[config.mk]
export PLATFORM = sky130hd
export DESIGN_NAME = conv_egress
export DESIGN_NICKNAME = d
export VERILOG_FILES = /design/src/rtl/conv_pkg.sv /design/src/rtl/conv_egress_fifo.sv /design/src/rtl/conv_egress.sv
export SDC_FILE = /design/constraint.sdc
export NUM_CORES = 1
export LEC_CHECK = 0
export ABC_AREA = 1
export BUFFER_PORTS_ARGS = -buffer_cell sky130_fd_sc_hd__buf_4
export CAP_MARGIN = 20
export CORE_UTILIZATION = 67
export CTS_BUF_LIST = sky130_fd_sc_hd__clkbuf_8
export DETAILED_ROUTE_END_ITERATION = 6
export PLACE_DENSITY_LB_ADDON = 0.08
export SLEW_MARGIN = 20
export SYNTH_ARGS = -nofsm -noshare
export SYNTH_HDL_FRONTEND = slang
export SYNTH_SLANG_ARGS = --single-unit
[constraint.sdc]
create_clock -name clk -period 11.6 [get_ports clk]
set_input_delay 1.16 -clock clk [delete_from_list [all_inputs] [get_ports clk]]
set_output_delay 1.16 -clock clk [all_outputs]
set_load 0.01 [all_outputs]
[src/rtl/conv_pkg.sv]
// Shared convolution pipeline types.
// Pixel, kernel position flags and egress FIFO entry layout.
package conv_pkg;

  localparam int PIXEL_W = 8;

  typedef logic [PIXEL_W-1:0] pixel_t;

  typedef struct packed {
    logic n2;
    logic n1;
    logic s1;
    logic s2;
    logic w2;
    logic w1;
    logic e1;
    logic e2;
  } kernel_pos_t;

  localparam int KERNEL_POS_W = $bits(kernel_pos_t);

  typedef struct packed {
    pixel_t pix;
    logic   sof;
    logic   eol;
  } egress_entry_t;

  localparam int EGRESS_ERR_W = 3;
  localparam int ERR_OVF = 0;
  localparam int ERR_SOF = 1;
  localparam int ERR_EOL = 2;

endpackage

[src/rtl/conv_egress_fifo.sv]
// Synchronous FIFO with extended pointers for full/empty.
// Push into full and pop from empty are ignored.
module conv_egress_fifo #(
  parameter int W     = 10,
  parameter int DEPTH = 8,
  localparam int AW   = $clog2(DEPTH)
) (
  input  logic          clk,
  input  logic          arst,
  input  logic          push,
  input  logic [W-1:0]  wdata,
  input  logic          pop,
  output logic [W-1:0]  rdata,
  output logic          full,
  output logic          empty,
  output logic [AW:0]   count
);

  logic [W-1:0] mem [DEPTH];
  logic [AW:0]  wptr;
  logic [AW:0]  rptr;
  logic         do_push;
  logic         do_pop;

  assign full    = (wptr[AW] != rptr[AW]) &&
                   (wptr[AW-1:0] == rptr[AW-1:0]);
  assign empty   = (wptr == rptr);
  assign count   = wptr - rptr;
  assign do_push = push & ~full;
  assign do_pop  = pop & ~empty;
  assign rdata   = mem[rptr[AW-1:0]];

  always_ff @(posedge clk) begin
    if (do_push) mem[wptr[AW-1:0]] <= wdata;
  end

  always_ff @(posedge clk or posedge arst) begin
    if (arst) begin
      wptr <= '0;
      rptr <= '0;
    end else begin
      if (do_push) wptr <= wptr + 1'b1;
      if (do_pop)  rptr <= rptr + 1'b1;
    end
  end

endmodule

[src/rtl/conv_egress.sv]
// Convolution egress: elastic FIFO, registered AXIS master,
// early-stall credit and frame geometry checking.
module conv_egress
  import conv_pkg::*;
#(
  parameter int DEPTH = 8,
  parameter int LAT   = 2,
  parameter int DIM_W = 16
) (
  input  logic                    clk,
  input  logic                    arst,
  input  logic                    in_vld_i,
  input  logic [PIXEL_W-1:0]      in_dat_i,
  input  logic [KERNEL_POS_W-1:0] in_pos_i,
  output logic                    in_rdy_o,
  output logic                    m_tvalid_o,
  output logic [PIXEL_W-1:0]      m_tdata_o,
  output logic                    m_tuser_o,
  output logic                    m_tlast_o,
  input  logic                    m_tready_i,
  input  logic [DIM_W-1:0]        cfg_width_i,
  input  logic [DIM_W-1:0]        cfg_height_i,
  output logic                    frame_done_o,
  output logic [EGRESS_ERR_W-1:0] err_o,
  input  logic                    err_clr_i
);

  localparam int AW = $clog2(DEPTH);
  localparam int OW = AW + 2;

  kernel_pos_t       pos;
  egress_entry_t     in_entry;
  egress_entry_t     head;
  logic              fifo_full;
  logic              fifo_empty;
  logic [AW:0]       fifo_cnt;
  logic [OW-1:0]     occ;
  logic [OW-1:0]     occ_next;
  logic              deq;
  logic              load;
  logic              full_all;
  logic              accept;
  logic              ovf;
  logic              bypass;
  logic              fifo_push;
  logic              fifo_pop;

  assign pos          = kernel_pos_t'(in_pos_i);
  assign in_entry.pix = in_dat_i;
  assign in_entry.sof = pos.n2 & pos.w2;
  assign in_entry.eol = pos.e2;

  // The output register is part of the buffering budget.
  assign occ       = OW'(fifo_cnt) + OW'(m_tvalid_o);
  assign deq       = m_tvalid_o & m_tready_i;
  assign load      = ~m_tvalid_o | m_tready_i;
  assign full_all  = (occ == OW'(DEPTH));
  assign accept    = in_vld_i & (~full_all | deq);
  assign ovf       = in_vld_i & ~accept;
  assign bypass    = load & fifo_empty & accept;
  assign fifo_push = accept & ~bypass;
  assign fifo_pop  = load & ~fifo_empty;
  assign occ_next  = occ + OW'(accept) - OW'(deq);

  conv_egress_fifo #(
    .W     ($bits(egress_entry_t)),
    .DEPTH (DEPTH)
  ) u_fifo (
    .clk   (clk),
    .arst  (arst),
    .push  (fifo_push),
    .wdata (in_entry),
    .pop   (fifo_pop),
    .rdata (head),
    .full  (fifo_full),
    .empty (fifo_empty),
    .count (fifo_cnt)
  );

  always_ff @(posedge clk or posedge arst) begin
    if (arst) begin
      m_tvalid_o <= 1'b0;
      m_tdata_o  <= '0;
      m_tuser_o  <= 1'b0;
      m_tlast_o  <= 1'b0;
    end else if (load) begin
      if (!fifo_empty) begin
        m_tvalid_o <= 1'b1;
        m_tdata_o  <= head.pix;
        m_tuser_o  <= head.sof;
        m_tlast_o  <= head.eol;
      end else if (accept) begin
        m_tvalid_o <= 1'b1;
        m_tdata_o  <= in_entry.pix;
        m_tuser_o  <= in_entry.sof;
        m_tlast_o  <= in_entry.eol;
      end else begin
        m_tvalid_o <= 1'b0;
      end
    end
  end

  always_ff @(posedge clk or posedge arst) begin
    if (arst) in_rdy_o <= 1'b1;
    else      in_rdy_o <= (occ_next <= OW'(DEPTH - LAT - 1));
  end

  logic [DIM_W-1:0]        col;
  logic [DIM_W-1:0]        row;
  logic [DIM_W-1:0]        bcol;
  logic [DIM_W-1:0]        brow;
  logic                    exp_sof;
  logic                    exp_eol;
  logic                    at_eol;
  logic                    last_row;
  logic [EGRESS_ERR_W-1:0] ev;

  // A SOF beat restarts the count at the frame origin.
  assign bcol     = in_entry.sof ? '0 : col;
  assign brow     = in_entry.sof ? '0 : row;
  assign exp_sof  = (col == '0) && (row == '0);
  assign exp_eol  = (col == cfg_width_i - DIM_W'(1));
  assign at_eol   = (bcol == cfg_width_i - DIM_W'(1));
  assign last_row = (brow == cfg_height_i - DIM_W'(1));

  always_comb begin
    ev          = '0;
    ev[ERR_OVF] = ovf;
    ev[ERR_SOF] = accept & (in_entry.sof != exp_sof);
    ev[ERR_EOL] = accept & (in_entry.eol != exp_eol);
  end

  always_ff @(posedge clk or posedge arst) begin
    if (arst) begin
      col          <= '0;
      row          <= '0;
      frame_done_o <= 1'b0;
      err_o        <= '0;
    end else begin
      frame_done_o <= accept & at_eol & last_row;
      err_o        <= (err_o & ~{EGRESS_ERR_W{err_clr_i}}) | ev;
      if (accept) begin
        if (at_eol) begin
          col <= '0;
          row <= last_row ? '0 : brow + DIM_W'(1);
        end else begin
          col <= bcol + DIM_W'(1);
          row <= brow;
        end
      end
    end
  end

endmodule

==> impl_summary.md, run 1 <==
Run status
The run finished with clean final reports.

Die
Row generation in the floorplan step produced 41 rows. The die is 117 um wide. The count of boundary I/O pins is 69. From bottom edge to top edge, the die measures 117 um.

After floorplanning, the core was sized to cover 0.0127 mm2. The initial standard-cell utilization of the core is 69.5%. The floorplan step defined a die boundary enclosing 0.0137 mm2.

Setup path
The worst setup path is of the flip-flop to flip-flop kind. Counting cells, the worst reg-to-reg path comes to 20. The critical path ends at in_rdy_o$_DFF_PP1_.

The terminus of the critical flop-to-flop path is in_rdy_o$_DFF_PP1_. The timing startpoint of the critical path is u_fifo.rptr[1]$_DFFE_PP0P_. The stage delay of the slowest cell on the critical path is 0.83 ns. Along the worst path, the maximum fanout reaches 24. The signal arrival time at the worst endpoint is 5.71 ns. The worst register-to-register path begins at u_fifo.rptr[1]$_DFFE_PP0P_. The worst setup path is launched from a flip-flop.

The flop-to-flop setup slack is 6.27 ns. The signal on the critical path passes through inv_1 -> fa_1 -> xnor2_1 -> nor2_1 -> xor2_1 -> ha_1 -> nand2_1 -> nor3_1 -> nand2_1 -> nand2_2 -> ha_1 -> inv_1 -> ha_1 -> inv_1 -> fa_1 -> o21ai_0 -> a21oi_1 -> nand2_1 -> o21ai_0 -> nor2_1. The required time reported for the critical path endpoint is 11.98 ns. The worst setup path is captured at a flip-flop. The cell with the largest stage delay on the worst path is sky130_fd_sc_hd__dfrtp_1.

Placed design
The detailed placement HPWL is 14800 um. The number of buffers inserted by port buffering is 63. The worst slack after detailed placement is 6.37 ns. In this run the cell area measured after placement is 0.00941 mm2.

After detailed placement, the design holds a cell count of 1393. The routability congestion estimate from global placement is 0.943.

Layout
The layout has 990 filler cells. In the layout the commonest cells are sky130_fd_sc_hd__nand2_1, sky130_fd_sc_hd__inv_1, sky130_fd_sc_hd__nor2_1, sky130_fd_sc_hd__nand3_1, sky130_fd_sc_hd__edfxtp_1. The most common library cell in the layout ignoring fill and taps is sky130_fd_sc_hd__nand2_1. The final cell count without fillers is 1425. The final instance area is 0.00980 mm2. The share of the core filled with cells in the final layout is 77.0%.

The number of antenna diodes in the final layout is 0. The sequential cells in the finished layout cover a total of 0.00380 mm2. The share of layout cells above drive strength 1 is 9.90%. The area growth from synthesis to layout is 10.9%. In the final layout, the multi-input gates occupy 0.00434 mm2. The post-layout net count is 1312.

Global route
The initial antenna violation count is 0. The pin count of the biggest net entering global routing is 47. The leftover overflow at the end of global routing is 0.

The first-pass GRT wire length is 33900 um. The overall global routing resource usage is 32.5%. The number of global-route vias before repair was 7248.

STA
Dividing the final minimum period by the clock period gives 45.9%. The final count of negative-setup-slack endpoints is 0. The worst pin sits at a relative slew slack of 26.3%.

The number of failing hold endpoints at the final stage is 0. The tightest hold path in the finished design has a slack of 0.492 ns. The sum of negative setup slack is 0 ns. The final worst setup slack is 6.27 ns. The final-report max-slew violation count came to 0. The minimum clock period is 5.33 ns. The peak clock frequency supported by timing is 0.188 GHz. Setup repair after global routing left no endpoint under its margin.

For the final database, setup skew stands at 0.0140 ns. The slew at the pin closest to its max-slew limit is 1.10 ns.

Synthesis
In this run, synthesis inferred 80 flip-flops with an integrated enable. The top cell type's share of synthesized area is 27.2%. The cell taking the most area after synthesis is sky130_fd_sc_hd__edfxtp_1. The synthesized netlist net count is 1257. The share of synthesized registers carrying an async set or reset is 41.2%.

Counting flops and latches in the post-synthesis netlist gives 136. For this run, the leading register cell type out of synthesis is sky130_fd_sc_hd__edfxtp_1. In this run the mean area of a mapped cell was 7.46 um2. The number of warnings issued by yosys is 0. The number of different library cells in the post-synthesis netlist is 43. In this run the cell area of the synthesized design comes to 0.00884 mm2. Summing the sequential cell areas from Yosys gives 43.1% of the chip area. The cell count after synthesis came out at 1185.

Yosys attributes the largest share of cell area to sky130_fd_sc_hd__edfxtp_1, sky130_fd_sc_hd__dfrtp_1, sky130_fd_sc_hd__nand2_1.

Detailed routing
The number of detailed-routing iterations run before antenna repair is 5. The detailed-route via count is 8122. The wire length after detailed routing is 20700 um. The remaining antenna violation count is 0.

The DRC violation count after routing is 0. In this run, the number of DRC markers left after iteration 0 of detailed routing was 799. Dividing the detail-routed wire length by the instance count gives 14.5 um. The detailed-route vias per instance is 5.70.

CTS
The clock tree root buffer cell is sky130_fd_sc_hd__clkbuf_8. TritonCTS built the clock tree. The insertion delay of the later-clocked pin in the worst-skew pair is 0.45 ns.

The post-cts gate resize count is 0. The sink count of the clock tree is 136. The number of hold buffers added after CTS was 0. The buffers inserted during post-CTS setup optimization is 0. The number of buffers created by CTS is 17. The number of buffers between clock root and the deepest sink is 2. The clock transition time at the flip-flop clock pins of the worst setup and hold paths is 0.08 ns.

The H-tree depth is 4.

Power
Summed over all cells, the static leakage comes to 4.51 nW. The worst IR drop on VDD is 0.124 mV. The design draws 2.22 mW. The areal power density over the cells is 226 mW/mm2.

Job
Max-cap violations in this run came to 0.

Min path
The class of the worst hold path is flip-flop to flip-flop.
-- cell families after synthesis --
kind of cell / Yosys count / synth area share [%]
compound gates: 143 / 8.98
xor+xnor: 46 / 4.56
fa+ha+maj: 19 / 2.86
buf+inv: 176 / 7.86
flops: 136 / 43.1
simple gates: 665 / 32.7
-- critical path, delay by kind of cell, from the launching register on --
family                     cells  cell delay (ns)
and+or+nand+nor                7             1.09
DFF                            1             0.83
buffers and inverters          3             0.74
adders and majority gates      5             1.68
AOI/OAI and AO/OA              3             0.36
xor gates and xnor gates       2             0.56
-- synthesized netlist by cell type (all sizes together) (2+ instances only) --
cell and instances:
a21oi 10, a31oi 5, and3 2, buf 15
clkbuf 18, dfrtp 55, edfxtp 80, fa 2
ha 17, inv 143, nand2 341, nand3 113
nand3b 7, nand4 26, nor2 148, nor3 14
nor4 12, o211ai 6, o21ai 94, o21bai 6
o221ai 2, o22ai 18, xnor2 4, xor2 42
-- metal layers --
metal | share of wire [%] | wire (um) | up-vias | GRT usage, %
li1 | - | - | 4022 | -
met1 | 43 | 8990 | 3739 | 42.1
met2 | 48 | 9980 | 309 | 55.1
met3 | 5.7 | 1190 | 52 | 4.84
met4 | 2.8 | 573 | 0 | 12.9
met5 | 0 | 0 | - | 0
-- state kept, by name, indices dropped and copies added, names as in the netlist, 3 cells and up --
register	flops
col	16
err_o	3
m_tdata_o	8
row	16
u_fifo.mem	80
u_fifo.rptr	4
u_fifo.wptr	4
-- area by class of cell --
| class | instances | area share, % |
|---|---|---|
| Timing Repair Buffer | 69 | 5.29 |
| Clock buffer | 17 | 2.39 |
| Sequential cell | 136 | 38.8 |
| Clock inverter | 15 | 1.56 |
| Inverter | 143 | 5.48 |
| Tap cell | 172 | 2.20 |
| Multi-Input combinational cell | 873 | 44.3 |
-- how the worst min path moves through the flow --
stage / from / end / slack [ns] / cells after the start
4_1_cts: m_tdata_o[1]$_DFFE_PP0P_ / m_tdata_o[1]$_DFFE_PP0P_ / 0.49 / 2
6_report: m_tdata_o[2]$_DFFE_PP0P_ / m_tdata_o[2]$_DFFE_PP0P_ / 0.49 / 2
3_3_place_gp: m_tdata_o[4]$_DFFE_PP0P_ / m_tdata_o[4]$_DFFE_PP0P_ / 0.47 / 2
5_1_grt: u_fifo.wptr[3]$_DFFE_PP0P_ / u_fifo.wptr[3]$_DFFE_PP0P_ / 0.51 / 1
3_5_place_dp: m_tdata_o[1]$_DFFE_PP0P_ / m_tdata_o[1]$_DFFE_PP0P_ / 0.47 / 2
2_1_floorplan: u_fifo.wptr[3]$_DFFE_PP0P_ / u_fifo.wptr[3]$_DFFE_PP0P_ / 0.46 / 1
-- report_power, final --
part | total [mW] | switching [mW] | internal [mW]
registers | 0.721 | 0.0815 | 0.640
clock network | 0.379 | 0.188 | 0.191
logic | 1.12 | 0.702 | 0.413
total | 2.22 | 0.971 | 1.24
No activity file was read; power rests on OpenSTA's default activity.
==> run 2, diff against run 1 <==
--- a/config.mk
+++ b/config.mk
@@ -5,10 +5,10 @@
 export SDC_FILE = /design/constraint.sdc
 export NUM_CORES = 1
 export LEC_CHECK = 0
-export ABC_AREA = 1
+export ABC_AREA = 0
 export BUFFER_PORTS_ARGS = -buffer_cell sky130_fd_sc_hd__buf_4
 export CAP_MARGIN = 20
-export CORE_UTILIZATION = 67
+export CORE_UTILIZATION = 56
 export CTS_BUF_LIST = sky130_fd_sc_hd__clkbuf_8
 export DETAILED_ROUTE_END_ITERATION = 6
 export PLACE_DENSITY_LB_ADDON = 0.08
==> constraint.sdc (replaced) <==
create_clock -name clk -period 4.8 [get_ports clk]
set_input_delay 0.48 -clock clk [delete_from_list [all_inputs] [get_ports clk]]
set_output_delay 0.48 -clock clk [all_outputs]
set_load 0.01 [all_outputs]
==> run 2 against run 1 <==
  * Register-to-register slack got worse by 5.9 ns
  * Critical path type unchanged
  * Highest routed layer unchanged
  * Count of clock-buffer cells in the layout increased by 2
  * Area after synthesis is 9.6% lower
  * Final cell count down 28%
  * Cell area shrank 7.6%
  * Sequential share of layout area increased by 3.2 points
  * Utilization is 12 points lower
  * Combinational power up 110%
  * Total power increased by 120%
  * Clock skew shrank 0.0035 ns
  * Fmax increased by 21%
==> impl_summary.md, run 2 <==
Run status
The flow ran to the end, and the final reports show no timing, DRC or antenna violations.

Setup path
The timing startpoint of the critical path is u_fifo.wptr[0]$_DFFE_PP0P_. The startpoint identified for the worst register-to-register timing path is u_fifo.wptr[0]$_DFFE_PP0P_. The maximum fanout along the worst path is 5.

The critical path in this run is classified as flip-flop to flip-flop. Data arrives at the worst endpoint at 4.78 ns. The worst setup path is launched from a flip-flop.

For the worst flop-to-flop path, the logic depth is 21. STA puts the critical path data required time at 5.18 ns. The nature of the critical path endpoint is a flip-flop.

Die
The die outline width is 121 um. The die area is 0.0147 mm2. The row count is 43. The initial standard-cell utilization of the core is 57.5%.

The placeable core area is 0.0139 mm2. 69 I/O pins were placed. Measured along the y axis, the die boundary spans 121 um.

Synthesis
sky130_fd_sc_hd__edfxtp_1 takes more of the synthesized area than any other cell. The most frequent cell after synthesis is sky130_fd_sc_hd__nand2_1. The top cell type's share of synthesized area is 30.1%. Each instance of the synthesized netlist takes up on average 10.2 um2. The number of different library cells in the post-synthesis netlist is 63.

Summing every instance area after synthesis gives 0.00799 mm2. The number of warnings issued by yosys is 0. Sequential elements use 47.6% of the synthesized area. The share of synthesized registers carrying an async set or reset is 41.2%. Ranked by total cell area, the synthesized netlist is headed by sky130_fd_sc_hd__edfxtp_1, sky130_fd_sc_hd__dfrtp_1, sky130_fd_sc_hd__mux4_2. Counting every net in the synthesized netlist gives 854.

The commonest register cell after synthesis is sky130_fd_sc_hd__edfxtp_1. After synthesis the netlist holds a flip-flop and latch count of 136. The synthesized design contains 80 enable-type register cells. Counting instances in the post-synthesis netlist gives the leading cell types as sky130_fd_sc_hd__nand2_1, sky130_fd_sc_hd__edfxtp_1, sky130_fd_sc_hd__dfrtp_1. Synthesis produced 782 cells.

Global route
The overall global routing resource usage is 26.7%. The number of global-route vias before repair is 6051. The initial antenna violation count is 0. Global routing finished with a remaining overflow of 0. The pin count of the biggest net entering global routing is 57.

The first global-routing pass estimated 30000 um of wire.

CTS
Hold repair after CTS inserted 0 buffers. The clock transition time at the flip-flop clock pins of the worst setup and hold paths is 0.07 ns. TritonCTS built the clock tree. The insertion delay of the later-clocked pin in the worst-skew pair is 0.44 ns. The number of buffers between clock root and the deepest sink is 2. The number of buffers created by CTS is 17. The buffers inserted during post-CTS setup optimization is 0. Gates resized during post-CTS repair numbered 0. Counting every sink on the clock net gives 136.

The H-tree depth is 4. The clock tree root buffer cell is sky130_fd_sc_hd__clkbuf_8.

Placed design
In this run the tool buffered the top-level ports with 63 buffer cells. At the end of routability-driven placement, the weighted congestion stood at 0.876. The total placed instance area is 0.00867 mm2. The placed instance count is 999.

Timing analysis after detailed placement gives a worst setup slack of 0.409 ns. After legalization and detailed placement, the total HPWL measured 12900 um.

STA
At the pin with the least slew margin, the transition time is 1.06 ns. Counting I/O delays and the setup requirement, the final critical path takes 4.40 ns. The final count of negative-setup-slack endpoints is 0. Across the routed clock network, the largest skew measured is 0.0105 ns. In this run the tightest slew margin relative to its limit is 29.2%.

Setup repair after global routing left no endpoint under its margin. The final-report max-slew violation count is 0. The final critical-path share of the clock period is 91.8%.

The sum of negative setup slack is 0 ns. The peak clock frequency supported by timing is 0.227 GHz. The final worst setup slack is 0.395 ns. The number of failing hold endpoints at the final stage is 0. On the final layout, the worst hold slack is 0.248 ns.

Power
Across the VDD grid, the largest voltage drop is 0.550 mV. Power spread over the standard cell area amounts to 543 mW/mm2. The internal power of the cells totals 2.98 mW. The fraction of power spent switching nets is 39.4%.

The share of total power dissipated in combinational logic is 48.6%. The register share of total power is 33.3%. The static power due to leakage is 3.41 nW. The analysis attributes to net switching a power of 1.94 mW. The clock network accounts for 18.1% of the total power.

Layout
The number of antenna diodes in the final layout is 0. The library cell used most frequently in the layout, excluding fill and tap cells, is sky130_fd_sc_hd__nand2_1. The flip-flop count of the largest register after layout is 80. At the end of the flow, the number of nets in the layout was 910. The final cell count without fillers is 1031. The final instance area is 0.00905 mm2. The fill cell instance count of the final layout is 1144. The synthesis-to-layout area growth is 13.4%.

In the layout the commonest cells are sky130_fd_sc_hd__nand2_1, sky130_fd_sc_hd__buf_4, sky130_fd_sc_hd__edfxtp_1, sky130_fd_sc_hd__dfrtp_1. The share of layout cells above drive strength 1 is 18.3%.

Detailed routing
For this run, design rule violations remaining after detail routing come to 0. Using the TritonRoute via totals, the vias-per-cell ratio works out to 6.08. The remaining antenna violation count is 0.

The detail-routed net length per standard cell is 17.7 um. The routed layout has 6272 vias. The number of detailed-routing iterations run before antenna repair is 6. Summed over all layers, the routed wires come to 18300 um. The number of violations reported at the end of detailed-routing iteration 0 is 488.

Job
The tool flagged a number of max-cap violations equal to 0.

Min path
The worst hold path belongs to the class input port to asynchronous set/reset pin.
==> run 2: worst paths after layout <==
| check | end | slack [ns] |
|---|---|---|
| worst min-delay path | err_o[0]$_DFF_PP0_ | 0.25 |
| worst min register to register | m_tdata_o[3]$_DFFE_PP0P_ | 0.49 |
| worst max register to register | in_rdy_o$_DFF_PP1_ | 0.40 |
| min in group clk | err_o[1]$_DFF_PP0_ | 0.25 |
| max in group asynchronous | row[6]$_DFFE_PP0P_ | 4.06 |
| worst max-delay path | in_rdy_o$_DFF_PP1_ | 0.40 |
==> run 2: critical path, stage by stage, from the launching register on <==
cell and delay [ns]:
sky130_fd_sc_hd__dfrtp_1 0.44, sky130_fd_sc_hd__inv_1 0.14, sky130_fd_sc_hd__ha_1 0.18, sky130_fd_sc_hd__inv_1 0.05, sky130_fd_sc_hd__fa_1 0.47, sky130_fd_sc_hd__ha_1 0.27, sky130_fd_sc_hd__xnor2_1 0.27, sky130_fd_sc_hd__ha_1 0.20
sky130_fd_sc_hd__or4b_2 0.58, sky130_fd_sc_hd__nor2_1 0.16, sky130_fd_sc_hd__nor2b_1 0.08, sky130_fd_sc_hd__inv_1 0.08, sky130_fd_sc_hd__ha_1 0.23, sky130_fd_sc_hd__inv_1 0.06, sky130_fd_sc_hd__ha_1 0.16, sky130_fd_sc_hd__inv_1 0.06
sky130_fd_sc_hd__fa_1 0.41, sky130_fd_sc_hd__inv_1 0.09, sky130_fd_sc_hd__a21o_1 0.12, sky130_fd_sc_hd__a21oi_1 0.07, sky130_fd_sc_hd__xnor2_1 0.13, sky130_fd_sc_hd__nor2_1 0.11
==> run 2: layer usage <==
metal  vias up  part of all wire, %  global-route usage, %
met5         -                    0                      0
met4         0                  1.5                   8.41
met3        27                  4.1                   4.75
met2       150                   53                   47.9
met1      3113                   42                   32.4
li1       2982                    -                      -
==> run 2: cell type report <==
type | instances | area (um2) | share of cell area, %
inverters | 37 | 139 | 1.53
clock inverters | 13 | 120 | 1.33
well taps | 180 | 225 | 2.49
multi-input cells | 563 | 3880 | 42.9
flip-flops and latches | 136 | 3800 | 42.0
clock buffers | 19 | 262 | 2.89
repair buffers | 83 | 623 | 6.88
==> run 2: power by group through the flow <==
stage / logic [mW] / registers [mW] / clock network [mW]
4_1_cts: 2.40 / 1.64 / 0.910
5_1_grt: 2.68 / 1.67 / 0.956
3_3_place_gp: 2.24 / 1.65 / 0
6_report: 2.39 / 1.64 / 0.891
3_5_place_dp: 2.39 / 1.66 / 0
2_1_floorplan: 1.76 / 1.63 / 0
==> run 2: kinds of logic (layout without fill, tap and decap cells) <==
group / after synthesis / after routing / synth area share [%]
adder cells (fa/ha/maj): 19 / 19 / 3.16
flip-flops: 136 / 136 / 47.6
multiplexers: 33 / 33 / 7.35
XOR/XNOR: 70 / 70 / 7.68
AO/OA/AOI/OAI: 157 / 157 / 11.8
AND/OR/NAND/NOR: 284 / 284 / 18.4
buffers and inverters: 83 / 152 / 3.93
==> run 2: stage by stage <==
step | util, % | power (mW)
CTS | 65.2 | 4.95
detailed placement | 62.5 | 4.05
global placement | 62.5 | 3.89
floorplan | - | 3.39
finish | 65.2 | 4.92
global route | 65.2 | 5.30
